### src/rtl/program_counter.sv
`timescale 1ns/1ps
`default_nettype none
// ============================================================================
// Module   : program_counter
// Purpose  : Program-counter register for a single-cycle MIPS-style datapath.
//            It holds the address of the current instruction. On every rising
//            clk edge it loads the next-PC value chosen by the datapath. A low
//            level on nClear forces it to the reset vector at once.
// Ports    : clk     - system clock; the register loads on the rising edge
//            nClear  - asynchronous active-low clear to RESET_VALUE
//            PCnext  - next program-counter value [WIDTH-1:0]
//            PC      - current program counter [WIDTH-1:0] (registered)
// Revision : 1.0 - initial release
// ============================================================================
module program_counter #(
    parameter int               WIDTH       = 16,
    parameter logic [WIDTH-1:0] RESET_VALUE = 16'h0000
) (
    input  logic             clk,
    input  logic             nClear,
    input  logic [WIDTH-1:0] PCnext,
    output logic [WIDTH-1:0] PC
);

    // PC drives instruction memory directly from the flop. There is no
    // combinational path from PCnext, so downstream logic sees no glitches.
    // Wrap-around, alignment and stalling are all handled by the datapath.
    // The register applies no increment, masking or enable of its own.
    always_ff @(posedge clk or negedge nClear) begin
        if (!nClear) begin
            PC <= RESET_VALUE;
        end else begin
            PC <= PCnext;
        end
    end

endmodule
`default_nettype wire

### config.mk
export PLATFORM = sky130hd
export DESIGN_NAME = program_counter
export DESIGN_NICKNAME = d
export VERILOG_FILES = /design/src/rtl/program_counter.sv
export SDC_FILE = /design/constraint.sdc
export NUM_CORES = 1
export LEC_CHECK = 0
export ABC_AREA = 1
export BUFFER_PORTS_ARGS = -buffer_cell sky130_fd_sc_hd__buf_2
export CAP_MARGIN = 20
export CORE_MARGIN = 5
export CORE_UTILIZATION = 30
export DETAILED_ROUTE_END_ITERATION = 8
export HOLD_SLACK_MARGIN = 0.03
export PLACE_DENSITY = 0.66
export SLEW_MARGIN = 0
export SYNTH_ARGS = -nofsm -noshare
export SYNTH_HDL_FRONTEND = slang
export SYNTH_SLANG_ARGS = --single-unit
export TNS_END_PERCENT = 1
### constraint.sdc
create_clock -name clk -period 0.8 [get_ports clk]
set_clock_uncertainty 0.15 [all_clocks]
set_input_delay 0.16 -clock clk [delete_from_list [all_inputs] [get_ports clk]]
set_output_delay 0.16 -clock clk [all_outputs]
set_load 0.01 [all_outputs]
[After elaboration in Yosys (flattened, before gate mapping)]
Index checks and enable logic that the tools add are counted.
Storage, ports and cells
  flip-flop bits (word level): 16
  input bits: 18

[Depth between registers and ports, before layout]
Gate-level depths: netlist of the first run.
  depth in word-level cells: 0
  gate-level depth with buffers: 0
  mapped depth without buffers: 0

[Worst setup path after synthesis of the first run]
Ideal clock, no wire load.
  path kind: register to output
  start point: register PC[0]
  end point: output port PC[0]
  arrival time: 376 ps
  required time: 490 ps
  setup slack: 114 ps
  stages on the path, launching flop included: 1
  cells stage by stage: dfrtp_1
RTL lines
  from (decl): line 22  | output logic [WIDTH-1:0] PC
  from (signal assigned): line 33  | PC <= PCnext;
No word-level cell between the ends.

[Worst setup path in the final report of the first run]
  start point: register PC[0]
  end point: output port PC[0]
No word-level cell between the ends.

==> results of run 1 <==
-- metrics by stage --
step	hold WS (ps)	setup TNS, ps
5_1_grt	186	-5070
3_5_place_dp	-66.8	0
3_3_place_gp	-71.5	0
2_1_floorplan	-286	0
4_1_cts	166	-4680
6_report	156	-4480
-- what timing repair did --
action                     4_1_cts  5_1_grt
resized for setup                0        3
pin swaps                        0        0
setup endpoints to repair       16       32
hold buffers                    17        0
hold endpoints to repair        32        0
-- routing by layer --
metal / track usage / wire, µm / vias up / share of wire
met5: 0 / 0 / - / 0
met4: 0.0511 / 0 / 0 / 0
met3: 0.0234 / 88 / 0 / 0.093
met2: 0.179 / 572 / 14 / 0.60
met1: 0.106 / 288 / 159 / 0.30
li1: - / - / 157 / -
-- area by class of cell --
class | count | area, µm² | area share
flip-flops and latches | 16 | 400 | 0.497
repair buffers | 50 | 350 | 0.435
clock buffers | 4 | 36.3 | 0.0450
well taps | 15 | 18.8 | 0.0233
-- worst max path at each step --
stage               startpoint      to  slack, ps
detailed placement       PC[0]   PC[0]          6
global route            PC[12]  PC[12]       -330
finish                   PC[0]   PC[0]       -290
global placement        PC[10]  PC[10]         20
CTS                      PC[0]   PC[0]       -310
floorplan                PC[0]   PC[0]        110
-- cell families after synthesis --
logic type / Yosys count / synth area share
flops: 16 / 1.00
-- report_power, final --
group | total, mW | switching [mW] | internal [mW]
sequential | 0.858 | 0.00962 | 0.848
clock | 0.506 | 0.229 | 0.276
combinational | 0.188 | 0.0710 | 0.117
-- layout by cell type, fill, tap and decap left out --
master,synthesis,routed
buf_2,0,30
buf_6,0,2
clkbuf_4,0,4
clkbuf_8,0,1
dfrtp_1,16,16
dlygate4sd3_1,0,17
==> key figures, run 1 <==
Place
  – Pre-CTS WS: 6.16 ps
  – Port Buffers: 33
  – GPL Wtd Cong: 0.625
  – DP Area: 584 µm²
  – Post-Place Cells: 64

Timing
  – Post-layout minimum cycle time: 1090 ps
  – RSZ-0062 raised after global routing: true
  – Worst-margin pin slew: 214 ps
  – Fin. Hold Viols: 0
  – Slew headroom: 0.857
  – Final setup fails: 17
  – Final worst setup slack: -291 ps
  – FMAX: 0.917 GHz
  – Tcrit/Tclk final: 1.36
  – Max-slew violation count: 0

Clock tree
  – H-tree depth reported by CTS: 1
  – Worst-path clk slew: 90 ps
  – Clock sinks: 16
  – CTS max path bufs: 2
  – CTS Buf Count: 3
  – CTS tree: done
  – Post-CTS Repair Setup Buffers: 0
  – CTS Root Cell: clkbuf_4

Synthesis
  – Mapped Cells: 16
  – Register area share after synthesis: 1.00
  – Most frequent cells after synthesis: dfrtp_1
  – Commonest register cell after synthesis: dfrtp_1
  – Top-count cell post-synth: dfrtp_1
  – Post-Syn Nets: 34
  – #FFs+latches synth: 16
  – Synth area leader: dfrtp_1
  – Post-synth EDFFs: 0
  – Top-area cell type share of the netlist area: 1.00
  – Synth area leaders: dfrtp_1
  – Asr flop ratio synth: 1.00
  – Mapped cell area: 400 µm²
  – Warnings from Yosys: 0
  – Synth cell types: 1
  – Mean Syn Cell Area: 25.0 µm²

Final layout
  – Filler cell count: 101
  – Max FFs per register: 16
  – Layout cells sized above 1: 0.529
  – Largest regs: PC x16
  – Antenna Cells: 0
  – Multi-In Gates: 0
  – Design Area, Final: 806 µm²
  – Largest reg by FF count: PC
  – Final Util: 0.627
  – Syn-to-layout area delta: 101%
  – Multi-input gate area: 0 µm²
  – Nets: 89
  – Non-filler instance count after layout: 85

Status
  – Outcome: finished, violations left
  – Violated checks: setup timing

Detailed routing
  – Vias per inst: 3.88
  – Drt pass-1 iters: 1
  – Via count: 330
  – Total wire length: 949 µm
  – Antenna viol nets, final: 0
  – DRC viols: 0
  – DR WL/cell: 11.2 µm
  – Initial DRC Count: 0

Worst setup path
  – CP Cell Sequence: buf_2
  – Slowest-stage cell, CP: dfrtp_1
  – CP Class: reg2out
  – CP Buf/Inv Count: 1
  – Crit path depth: 1
  – Delay-heaviest family, CP: flip-flops
  – WP data required: 490 ps
  – Crit path DAT: 780 ps
  – CP startpoint kind: flip-flop
  – Critical path endpoint category: primary output
  – Delay of the slowest critical-path stage: 370 ps
  – Crit-path max FO: 1

Die
  – Die H: 46.5 µm
  – IO Count: 34
  – DIE AREA: 0.00217 mm²
  – Initial core utilization: 0.312
  – FP Rows: 13
  – CORE AREA: 0.00128 mm²
  – Die Wd: 46.5 µm

GRT
  – Pin count of the biggest net entering global routing: 17
  – Global Route Usage Sum: 0.0996
  – Initial antenna violation count: 0
  – Vias in the first global route: 337
  – First-pass GRT wire length: 1.44 mm
  – Gr ovfl total: 0

Power
  – Pwr Total: 1.55 mW
  – Leak: 0.413 nW
  – Pwr dens: 1930 mW/mm²
  – Max VDD drop: 1.24 mV

Flow run
  – Maxcap violations: 0

Min path
  – Worst hold path type: in2async
Power figures use the tool's default switching activity.
==> run 2: changes to the inputs <==
--- a/config.mk
+++ b/config.mk
@@ -7,12 +7,13 @@
 export LEC_CHECK = 0
 export ABC_AREA = 1
 export BUFFER_PORTS_ARGS = -buffer_cell sky130_fd_sc_hd__buf_2
-export CAP_MARGIN = 20
+export CAP_MARGIN = 30
 export CORE_MARGIN = 5
 export CORE_UTILIZATION = 30
 export DETAILED_ROUTE_END_ITERATION = 8
 export HOLD_SLACK_MARGIN = 0.03
 export PLACE_DENSITY = 0.66
+export SKIP_CTS_REPAIR_TIMING = 1
 export SLEW_MARGIN = 0
 export SYNTH_ARGS = -nofsm -noshare
 export SYNTH_HDL_FRONTEND = slang
==> constraint.sdc (replaced) <==
create_clock -name clk -period 0.9 [get_ports clk]
set_clock_uncertainty 0.15 [all_clocks]
set_input_delay 0.18 -clock clk [delete_from_list [all_inputs] [get_ports clk]]
set_output_delay 0.18 -clock clk [all_outputs]
set_load 0.01 [all_outputs]
==> run 2 against run 1 <==
Effect of this change: clock power shrank 10%; die area stayed put; cell count unchanged; first-iteration DRC count increased by 1; clock-buffer cell count unchanged; critical path depth is the same; the flow still finishes with violations (setup timing); critical path type unchanged; routed wire length up 3.0%; setup slack better by 76 ps; non-clock buffer count did not move; sequential power is 11% lower; highest routed layer unchanged.
==> key figures, run 2 (same netlist as run 1, synthesis figures left out) <==
Timing
  – Setup_tns: -3220 ps (+1260 ps)
  – Tcrit/Tclk final: 1.24
  – Post-layout minimum cycle time: 1120 ps
  – RSZ-0062 raised after global routing: true
  – Slew headroom: 0.768 (-0.0897)
  – Fin. Hold Viols: 0 (unchanged)
  – Final setup fails: 16 (-1)
  – FMAX: 0.896 GHz
  – Max-slew violation count: 0 (unchanged)
  – Final worst setup slack: -215 ps (+75.5 ps)
  – WHS: 201 ps (+45.4 ps)
  – Worst-margin pin slew: 348 ps (+134 ps)

Worst setup path
  – Crit-path max FO: 1 (unchanged)
  – Delay of the slowest critical-path stage: 380 ps (about the same)
  – CP Class: reg2out
  – Slowest-stage cell, CP: dfrtp_1
  – CP Cell Sequence: buf_2
  – Critical path endpoint category: primary output
  – WP data required: 570 ps (+80 ps)
  – Crit path DAT: 790 ps (about the same)
  – CP startpoint kind: flip-flop
  – Delay-heaviest family, CP: flip-flops
  – CP Buf/Inv Count: 1 (unchanged)

Power
  – Switching Share: 0.203 (+0.00302)
  – Logic pwr share: 0.121 (about the same)
  – Flop pwr share: 0.551 (-0.002)
  – Sw power: 0.280 mW (-9.5%)
  – Leak: 0.412 nW (-0.16%)
  – Pwr dens: 1720 mW/mm² (-11%)
  – Max VDD drop: 1.12 mV (-10%)
  – Clock share of power: 0.328 (+0.002)
  – Pwr Total: 1.38 mW (-11%)
  – Internal power: 1.10 mW (-11%)

Die
  – FP Rows: 13 (unchanged)
  – Die H: 46.5 µm (unchanged)
  – Die Wd: 46.5 µm (unchanged)
  – DIE AREA: 0.00217 mm² (unchanged)
  – Initial core utilization: 0.312 (unchanged)
  – CORE AREA: 0.00128 mm² (unchanged)
  – IO Count: 34 (unchanged)

Final layout
  – Multi-input gate area: 0 µm² (unchanged)
  – Antenna Cells: 0 (unchanged)
  – Largest regs: PC x16
  – Layout cells sized above 1: 0.529 (unchanged)
  – Non-filler instance count after layout: 85 (unchanged)
  – Final Util: 0.625 (-0.00195)
  – Nets: 89 (unchanged)
  – Largest reg by FF count: PC
  – Filler cell count: 100 (-0.99%)
  – Max FFs per register: 16 (unchanged)
  – Design Area, Final: 803 µm² (-0.31%)
  – Syn-to-layout area delta: 101%
  – Commonest non-fill, non-tap cell in the layout: buf_2
  – Sequential cell area: 400 µm² (unchanged)
  – Multi-In Gates: 0 (unchanged)
  – Commonest cells after routing, fill and taps aside: buf_2, dlygate4sd3_1, dfrtp_1, clkbuf_4, buf_6

GRT
  – Gr ovfl total: 0 (unchanged)
  – Pin count of the biggest net entering global routing: 17 (unchanged)
  – Initial antenna violation count: 0 (unchanged)
  – First-pass GRT wire length: 1.17 mm (-19%)
  – Vias in the first global route: 282 (-16%)
  – Global Route Usage Sum: 0.0818 (-0.0178)

Clock tree
  – CTS Root Cell: clkbuf_4
  – CTS max path bufs: 2 (unchanged)
  – Clock sinks: 16 (unchanged)
  – Worst-path clk slew: 90 ps (about the same)
  – CTS Buf Count: 3 (unchanged)
  – H-tree depth reported by CTS: 1 (unchanged)
  – CTS tree: done

Place
  – Pre-CTS WS: 86.2 ps (+80.0 ps)
  – Post-Place Cells: 64 (unchanged)
  – Port Buffers: 33 (unchanged)
  – DP Area: 584 µm² (unchanged)
  – GPL Wtd Cong: 0.625 (unchanged)

Detailed routing
  – DRC viols: 0 (unchanged)
  – Drt pass-1 iters: 2 (+1)
  – Initial DRC Count: 1 (+1)
  – DR WL/cell: 11.5 µm (+3.0%)
  – Antenna viol nets, final: 0 (unchanged)
  – Vias per inst: 3.91 (+0.61%)
  – Via count: 332 (+0.61%)
  – Total wire length: 977 µm (+3.0%)

Status
  – Outcome: finished, violations left
  – Violated checks: setup timing

Flow run
  – Maxcap violations: 0 (unchanged)

Min path
  – Worst hold path type: in2async
run 2: worst max-delay path by stage:
stage          startpoint      to  slack, ps  cells after the start
6_report            PC[0]   PC[0]       -220                      1
4_1_cts             PC[0]   PC[0]       -230                      1
5_1_grt            PC[12]  PC[12]       -260                      1
3_3_place_gp       PC[10]  PC[10]        100                      1
3_5_place_dp        PC[0]   PC[0]         90                      1
2_1_floorplan       PC[0]   PC[0]        190                      0
run 2: power groups by stage:
stage / sequential, mW / clock (mW) / combinational [mW]
floorplan: 0.799 / 0 / 0
global placement: 0.775 / 0 / 0.105
detailed placement: 0.776 / 0 / 0.107
CTS: 0.762 / 0.469 / 0.107
global route: 0.766 / 0.508 / 0.183
finish: 0.763 / 0.454 / 0.167
run 2: final cells by class:
type                    count  area share
clock buffers               4      0.0452
flip-flops and latches     16       0.498
well taps                  15      0.0234
repair buffers             50       0.433
run 2: per-layer routing:
metal | track usage | up-vias | share of wire
met5 | 0 | - | 0
met4 | 0.0511 | 0 | 0
met3 | 0.0273 | 0 | 0.094
met2 | 0.151 | 14 | 0.61
met1 | 0.0743 | 162 | 0.29
li1 | - | 156 | -
